--- src/rtl/arm_mem_pkg.sv ---
// Shared types and default widths for the unified-SRAM arbiter of the ARM pipeline.
package arm_mem_pkg;
  localparam int ADDR_W_DEF      = 32;
  localparam int DATA_W_DEF      = 32;
  localparam int WAIT_CYCLES_DEF = 2;

  typedef enum logic [1:0] {IDLE, D_ACC, I_ACC, RESP} arb_state_e;
  typedef enum logic {SRC_IF, SRC_MEM} arb_src_e;
endpackage

--- src/rtl/mem_arbiter_if.sv ---
// Fetch, data and SRAM signals of the arbiter; slave = arbiter side, master = requesters + SRAM.
interface mem_arbiter_if #(
  parameter int ADDR_W = 32,
  parameter int DATA_W = 32
);
  logic              if_req;
  logic [ADDR_W-1:0] if_addr;
  logic [DATA_W-1:0] if_rdata;
  logic              if_ready;
  logic              mem_rd_en;
  logic              mem_wr_en;
  logic [ADDR_W-1:0] mem_addr;
  logic [DATA_W-1:0] mem_wdata;
  logic [DATA_W-1:0] mem_rdata;
  logic              mem_ready;
  logic              freeze;
  logic              sram_cs;
  logic              sram_we;
  logic [ADDR_W-1:0] sram_addr;
  logic [DATA_W-1:0] sram_wdata;
  logic [DATA_W-1:0] sram_rdata;

  modport slave (
    input  if_req, if_addr, mem_rd_en, mem_wr_en, mem_addr, mem_wdata, sram_rdata,
    output if_rdata, if_ready, mem_rdata, mem_ready, freeze,
           sram_cs, sram_we, sram_addr, sram_wdata
  );

  modport master (
    output if_req, if_addr, mem_rd_en, mem_wr_en, mem_addr, mem_wdata, sram_rdata,
    input  if_rdata, if_ready, mem_rdata, mem_ready, freeze,
           sram_cs, sram_we, sram_addr, sram_wdata
  );
endinterface

--- src/rtl/mem_wait_counter.sv ---
// SRAM wait-cycle counter: cleared outside an access, saturates at WAIT_CYCLES-1 (done).
module mem_wait_counter #(
  parameter int WAIT_CYCLES = 2
) (
  input  logic clk,
  input  logic rst,
  input  logic clear,
  input  logic enable,
  output logic done
);
  localparam int CW = $clog2(WAIT_CYCLES + 1);
  localparam logic [CW-1:0] LAST = CW'(WAIT_CYCLES - 1);

  logic [CW-1:0] cnt;

  always_ff @(posedge clk) begin
    if (!rst)                 cnt <= '0;
    else if (clear)           cnt <= '0;
    else if (enable && !done) cnt <= cnt + CW'(1);
  end

  assign done = (cnt == LAST);
endmodule

--- src/rtl/mem_arbiter.sv ---
// Arbitrates one single-ported SRAM between fetch and memory stage; freezes the pipeline while busy.
// Optional MEM_ARB_ROUND_ROBIN_EN: alternate grants on simultaneous requests (default: data first).
module mem_arbiter
  import arm_mem_pkg::*;
#(
  parameter int ADDR_W      = ADDR_W_DEF,
  parameter int DATA_W      = DATA_W_DEF,
  parameter int WAIT_CYCLES = WAIT_CYCLES_DEF
) (
  input logic          clk,
  input logic          rst,
  mem_arbiter_if.slave bus
);
  arb_state_e        state, state_nx;
  arb_src_e          src_q;
  logic              wr_q;
  logic [ADDR_W-1:0] addr_q;
  logic [DATA_W-1:0] wdata_q;
  logic [DATA_W-1:0] if_rdata_q, mem_rdata_q;
  logic              data_req, grant_mem, grant_if, in_acc, done;

  assign data_req = bus.mem_rd_en | bus.mem_wr_en;
  assign in_acc   = (state == D_ACC) || (state == I_ACC);

`ifdef MEM_ARB_ROUND_ROBIN_EN
  arb_src_e last_grant;

  // A lone request wins outright; on a tie the source not granted last wins.
  assign grant_mem = data_req && (!bus.if_req || last_grant == SRC_IF);

  always_ff @(posedge clk) begin
    if (!rst)                          last_grant <= SRC_IF;
    else if (state == IDLE && grant_mem) last_grant <= SRC_MEM;
    else if (state == IDLE && grant_if)  last_grant <= SRC_IF;
  end
`else
  assign grant_mem = data_req;
`endif
  assign grant_if = bus.if_req && !grant_mem;

  mem_wait_counter #(.WAIT_CYCLES(WAIT_CYCLES)) u_wait (
    .clk   (clk),
    .rst   (rst),
    .clear (!in_acc),
    .enable(in_acc),
    .done  (done)
  );

  always_comb begin
    state_nx = state;
    case (state)
      IDLE:         if (grant_mem)     state_nx = D_ACC;
                    else if (grant_if) state_nx = I_ACC;
      D_ACC, I_ACC: if (done)          state_nx = RESP;
      RESP:                            state_nx = IDLE;
      default:                         state_nx = IDLE;
    endcase
  end

  always_ff @(posedge clk) begin
    if (!rst) begin
      state       <= IDLE;
      src_q       <= SRC_IF;
      wr_q        <= 1'b0;
      addr_q      <= '0;
      wdata_q     <= '0;
      if_rdata_q  <= '0;
      mem_rdata_q <= '0;
    end else begin
      state <= state_nx;
      if (state == IDLE && grant_mem) begin
        src_q   <= SRC_MEM;
        wr_q    <= bus.mem_wr_en;
        addr_q  <= bus.mem_addr;
        wdata_q <= bus.mem_wdata;
      end else if (state == IDLE && grant_if) begin
        src_q  <= SRC_IF;
        wr_q   <= 1'b0;
        addr_q <= bus.if_addr;
      end
      // Writes leave the last read word on mem_rdata.
      if (state == I_ACC && done)          if_rdata_q  <= bus.sram_rdata;
      if (state == D_ACC && done && !wr_q) mem_rdata_q <= bus.sram_rdata;
    end
  end

  assign bus.sram_cs    = in_acc;
  assign bus.sram_we    = (state == D_ACC) && wr_q;
  assign bus.sram_addr  = addr_q;
  assign bus.sram_wdata = wdata_q;
  assign bus.if_ready   = (state == RESP) && (src_q == SRC_IF);
  assign bus.mem_ready  = (state == RESP) && (src_q == SRC_MEM);
  assign bus.if_rdata   = if_rdata_q;
  assign bus.mem_rdata  = mem_rdata_q;
  // Gated by reset so a held request does not stall the pipeline during reset.
  assign bus.freeze     = rst && (((state == IDLE) && (data_req || bus.if_req)) || in_acc);
endmodule

--- src/flat_wrapper.sv ---
// flat-port wrapper written by rule: the top's interface ports become plain ports
module mem_arbiter_flat import arm_mem_pkg::*;
#(
  parameter int ADDR_W      = ADDR_W_DEF,
  parameter int DATA_W      = DATA_W_DEF,
  parameter int WAIT_CYCLES = WAIT_CYCLES_DEF
)
  (clk, rst, bus_if_req, bus_if_addr, bus_mem_rd_en, bus_mem_wr_en, bus_mem_addr, bus_mem_wdata, bus_sram_rdata, bus_if_rdata, bus_if_ready, bus_mem_rdata, bus_mem_ready, bus_freeze, bus_sram_cs, bus_sram_we, bus_sram_addr, bus_sram_wdata);
  mem_arbiter_if #(.ADDR_W(ADDR_W), .DATA_W(DATA_W)) bus_i ();
  input logic clk;
  input logic rst;
  input wire logic [$bits(bus_i.if_req)-1:0] bus_if_req;
  input wire logic [$bits(bus_i.if_addr)-1:0] bus_if_addr;
  input wire logic [$bits(bus_i.mem_rd_en)-1:0] bus_mem_rd_en;
  input wire logic [$bits(bus_i.mem_wr_en)-1:0] bus_mem_wr_en;
  input wire logic [$bits(bus_i.mem_addr)-1:0] bus_mem_addr;
  input wire logic [$bits(bus_i.mem_wdata)-1:0] bus_mem_wdata;
  input wire logic [$bits(bus_i.sram_rdata)-1:0] bus_sram_rdata;
  output wire logic [$bits(bus_i.if_rdata)-1:0] bus_if_rdata;
  output wire logic [$bits(bus_i.if_ready)-1:0] bus_if_ready;
  output wire logic [$bits(bus_i.mem_rdata)-1:0] bus_mem_rdata;
  output wire logic [$bits(bus_i.mem_ready)-1:0] bus_mem_ready;
  output wire logic [$bits(bus_i.freeze)-1:0] bus_freeze;
  output wire logic [$bits(bus_i.sram_cs)-1:0] bus_sram_cs;
  output wire logic [$bits(bus_i.sram_we)-1:0] bus_sram_we;
  output wire logic [$bits(bus_i.sram_addr)-1:0] bus_sram_addr;
  output wire logic [$bits(bus_i.sram_wdata)-1:0] bus_sram_wdata;
  assign bus_i.if_req = bus_if_req;
  assign bus_i.if_addr = bus_if_addr;
  assign bus_i.mem_rd_en = bus_mem_rd_en;
  assign bus_i.mem_wr_en = bus_mem_wr_en;
  assign bus_i.mem_addr = bus_mem_addr;
  assign bus_i.mem_wdata = bus_mem_wdata;
  assign bus_i.sram_rdata = bus_sram_rdata;
  assign bus_if_rdata = bus_i.if_rdata;
  assign bus_if_ready = bus_i.if_ready;
  assign bus_mem_rdata = bus_i.mem_rdata;
  assign bus_mem_ready = bus_i.mem_ready;
  assign bus_freeze = bus_i.freeze;
  assign bus_sram_cs = bus_i.sram_cs;
  assign bus_sram_we = bus_i.sram_we;
  assign bus_sram_addr = bus_i.sram_addr;
  assign bus_sram_wdata = bus_i.sram_wdata;
  mem_arbiter #(.ADDR_W(ADDR_W), .DATA_W(DATA_W), .WAIT_CYCLES(WAIT_CYCLES)) u_core (.clk(clk), .rst(rst), .bus(bus_i));
endmodule
--- config.mk ---
export PLATFORM = sky130hd
export DESIGN_NAME = mem_arbiter_flat
export DESIGN_NICKNAME = d
export VERILOG_FILES = /design/src/rtl/arm_mem_pkg.sv /design/src/rtl/mem_arbiter_if.sv /design/src/rtl/mem_wait_counter.sv /design/src/rtl/mem_arbiter.sv /design/src/flat_wrapper.sv
export SDC_FILE = /design/constraint.sdc
export NUM_CORES = 1
export LEC_CHECK = 0
export BUFFER_PORTS_ARGS = -buffer_cell sky130_fd_sc_hd__buf_4
export CAP_MARGIN = 20
export CORE_MARGIN = 4
export CORE_UTILIZATION = 48
export CTS_CLUSTER_DIAMETER = 80
export DETAILED_ROUTE_END_ITERATION = 6
export HOLD_SLACK_MARGIN = 0.03
export PLACE_DENSITY = 0.92
export SLEW_MARGIN = 20
export SYNTH_ARGS = -nofsm -noshare
export SYNTH_HDL_FRONTEND = slang
export SYNTH_SLANG_ARGS = --single-unit
--- constraint.sdc ---
create_clock -name clk -period 3.6 [get_ports clk]
set_input_delay 0.72 -clock clk [delete_from_list [all_inputs] [get_ports clk]]
set_output_delay 0.72 -clock clk [all_outputs]
set_load 0.01 [all_outputs]
==> impl_metrics.csv <==
group,metric,value,unit
floorplan,fp-row-count,37,
hold_path,holdPathEnd,"u_core.bus.sram_addr[18]",
logic_synthesis,synth_cells,609,
global_route,grt_pass1_vias,4967,
layout,antenna_cells,0,
timing,slew_headroom,0.3219,
flow_run,drv_cap,0,
layout,syn2layout_area_growth,51.25,%
floorplan,start_util,0.4925,
logic_synthesis,synth.distinct_cells,28,
timing,whs,0.4510,ns
place,routabilityCongestion,0.8524,
timing,setup_viol,0,
logic_synthesis,synth_mux_area_frac,0.002215,
worst_setup_path,slowest_delay,0.42,ns
logic_synthesis,syn_area,5085,sq um
power,clock_power_share,0.341,
routing,drt-wirelength-per-cell,15.42,um
clock_network,cts_max_level,4,
worst_setup_path,path_cells,"inv_1, ha_1, a21oi_1, nor2_1, buf_4",
worst_setup_path,cp_max_fo,6,
power,p_sw,1.662,mW
routing,vias,5113,
power,p_sw_frac,0.3266,
global_route,grt_pass1_wl,24.64,mm
logic_synthesis,synth_seq_cells,134,
global_route,antenna_found_initial,0,
power,power_frac_comb,0.293,
timing,maxSlewViolCount,0,
worst_setup_path,r2r_end,"u_core.bus.sram_addr[0]",
place,place_hpwl,11.09,mm
timing,worstMarginPinSlew,1.017,ns
routing,first_pass_iters,5,
logic_synthesis,yosysSeqAreaShare,0.5276,
worst_setup_path,cp_slowest_cell,"ha_1",
worst_setup_path,cp.buffers_inverters,2,
routing,postRouteAntennaNets,0,
timing,grt_setup_unrepaired,"false",
outcome,status,"completed",
floorplan,die_y,110.9,um
worst_setup_path,timing.rr.start,"u_core.state[0]",
timing,finalHoldViolCount,0,
timing,finalClockSkew,0.008188,ns
clock_network,cts.sinks,134,
power,vdd_ir_drop_max,684.2,uV
global_route,grtUsageTotal,0.2470,
global_route,grt_max_degree,100,
layout,layout.nets,993,
clock_network,clkLatencyLatePin,0.50,ns
power,p_int,3.428,mW
worst_setup_path,startpoint_type,"flip-flop",
worst_setup_path,required,2.88,ns
routing,drc,0,
timing,fin_crit,2.486,ns
logic_synthesis,syn-num-nets,748,
routing,drt_iter0_drc,483,
routing,drt_wl_total,15.47,mm
hold_path,holdPathStages,2,
place,port_buffers,265,
hold_path,hold_path.class,"flip-flop to flip-flop",
logic_synthesis,yosys_warnings,0,
logic_synthesis,synth_xor_xnor_area_share,0.001722,
logic_synthesis,syn_avg_cell_area,8.350,sq um
floorplan,core_area,10320,sq um
timing,finalCritPeriodShare,0.6905,
clock_network,numCtsBuffers,17,
clock_network,root_buffer,"clkbuf_8",
timing,fmax,0.4023,GHz
power,p_leak,3.357,nW
clock_network,clk_pin_slew_worst_paths,0.06,ns
clock_network,post-cts-setup-buffer-count,0,
worst_setup_path,endpoint_kind,"primary output",
power,power_frac_seq,0.366,
layout,drive_gt1_frac,0.3910,
clock_network,cts_resized,0,
worst_setup_path,criticalPathCategory,"flip-flop to primary output",
power,p_per_area,661.8,nW/um^2
routing,vias_per_cell,5.098,
clock_network,cts_tree,"built",
worst_setup_path,arrival,1.77,ns
worst_setup_path,reg2regPathDepth,6,
floorplan,die_w,110.9,um
worst_setup_path,r2r_slack,1.26,ns
logic_synthesis,synth_compound_area_frac,0.2175,
timing,finalSetupTns,0,ns
hold_path,worstHoldStart,"u_core.bus.sram_addr[18]",
floorplan,die_area,12300,sq um
logic_synthesis,synth_top_family_by_area,"compound AO/OA/AOI/OAI gates",
clock_network,ctsLongestPathBuffers,2,
logic_synthesis,synthAdderAreaFrac,0.01476,
floorplan,top_level_ports,266,
clock_network,ctsHoldBuffers,0,
worst_setup_path,crit_family,"adder cells",
logic_synthesis,yosys.area_share.simple,0.1649,
global_route,grt-ovfl-total,0,
==> registers in the layout (all words and copies together) (netlist names) <==
register               flops
u_core.bus.sram_wdata     32
u_core.state               2
u_core.wr_q                1
u_core.bus.mem_rdata      32
u_core.bus.sram_addr      32
u_core.src_q               1
u_core.u_wait.cnt          2
u_core.bus.if_rdata       32
==> worst min-delay path: cells and delay by family, from the launching register on <==
family	cells	cell delay [ns]
buffers and inverters	1	0.06
DFF	1	0.31
AOI/OAI and AO/OA	1	0.04
==> layout make-up <==
class	instances	area (sq um)
clock buffer	19	441.7
clock inverter	13	160.2
fill	782	2633
inverter	36	135.1
multi-input combinational	392	2052
sequential	134	2683
tap	136	170.2
timing repair buffer	273	2049
==> kinds of logic (layout without fill, tap and decap cells) <==
group                    after synthesis  in the layout
XOR/XNOR                               1              1
AND/OR/NAND/NOR                      213            213
buffers and inverters                 83            341
AO/OA/AOI/OAI                        171            171
adder cells (fa/ha/maj)                6              6
multiplexers                           1              1
flip-flops                           134            134
==> stage by stage <==
step	util	std cells	worst slack (ns)	area [sq um]	total power, mW
floorplan	-	609	1.442	5085	2.744
finish	0.7450	1003	1.114	7691	5.090
detailed placement	0.6867	971	1.103	7089	3.382
CTS	0.7450	1003	1.089	7691	5.131
global placement	0.6867	971	1.160	7089	3.348
global route	0.7450	1003	0.9619	7691	5.377
==> worst max path at each step <==
stage               startpoint  slack (ns)  cells past startpoint                  endpoint
2_1_floorplan              rst        1.44                      4                bus_freeze
3_3_place_gp     bus_mem_wr_en        1.16                      5   u_core.bus.sram_addr[0]
3_5_place_dp     bus_mem_wr_en        1.10                      5  u_core.bus.sram_addr[31]
4_1_cts        u_core.state[0]        1.09                      5                bus_freeze
5_1_grt        u_core.state[0]        0.96                      5                bus_freeze
6_report       u_core.state[0]        1.11                      5                bus_freeze
==> cell usage after synthesis <==
cell type | instances | area share
buf_6 | 4 | 0.0089
and3b_1 | 1 | 0.0017
inv_2 | 1 | 0.00074
a21oi_1 | 102 | 0.10
clkbuf_2 | 1 | 0.00098
clkbuf_1 | 26 | 0.019
buf_2 | 16 | 0.016
xor2_1 | 1 | 0.0017
ha_1 | 6 | 0.015
inv_1 | 35 | 0.026
o21ai_0 | 2 | 0.0020
mux2_2 | 1 | 0.0022
nor2b_1 | 2 | 0.0025
nand2_1 | 194 | 0.14
nor2_1 | 8 | 0.0059
and2_1 | 4 | 0.0049
a2111o_1 | 1 | 0.0022
o21a_1 | 1 | 0.0015
nor4b_1 | 1 | 0.0017
dfxtp_1 | 134 | 0.53
o21ai_1 | 1 | 0.00098
o221ai_1 | 32 | 0.055
a21oi_2 | 30 | 0.052
o311a_1 | 1 | 0.0020
a32oi_1 | 1 | 0.0017
nand3b_1 | 1 | 0.0015
nand4bb_1 | 1 | 0.0022
or3_1 | 1 | 0.0012
==> power groups by stage <==
stage               Sequential (mW)  Combinational, mW  Clock [mW]
finish                         1.86               1.49        1.74
CTS                            1.86               1.50        1.76
detailed placement             1.89               1.49           0
floorplan                      1.98              0.764           0
global placement               1.88               1.47           0
global route                   1.89               1.63        1.85
==> routing by layer <==
metal,global-route usage,part of all wire,vias up
met5,0,0,-
met4,0.1026,0.030,0
met3,0.1037,0.10,33
met2,0.4167,0.50,243
met1,0.2739,0.37,2328
li1,-,-,2509
==> cell usage in the layout, fill, tap and decap left out, types with 2 or more instances in the layout <==
| master | synthesis | routed |
|---|---|---|
| buf_4 | 0 | 273 |
| nand2_1 | 194 | 194 |
| dfxtp_1 | 134 | 134 |
| a21oi_1 | 102 | 102 |
| inv_1 | 35 | 35 |
| o221ai_1 | 32 | 32 |
| a21oi_2 | 30 | 30 |
| clkbuf_16 | 0 | 16 |
| nor2_1 | 8 | 8 |
| ha_1 | 6 | 6 |
| inv_6 | 0 | 6 |
| and2_1 | 4 | 3 |
| clkbuf_8 | 0 | 3 |
| nor2b_1 | 2 | 2 |
| o21ai_0 | 2 | 2 |
| bufinv_16 | 0 | 2 |
| inv_8 | 0 | 2 |
| clkinv_4 | 0 | 2 |
No activity file was read; power rests on OpenSTA's default activity.
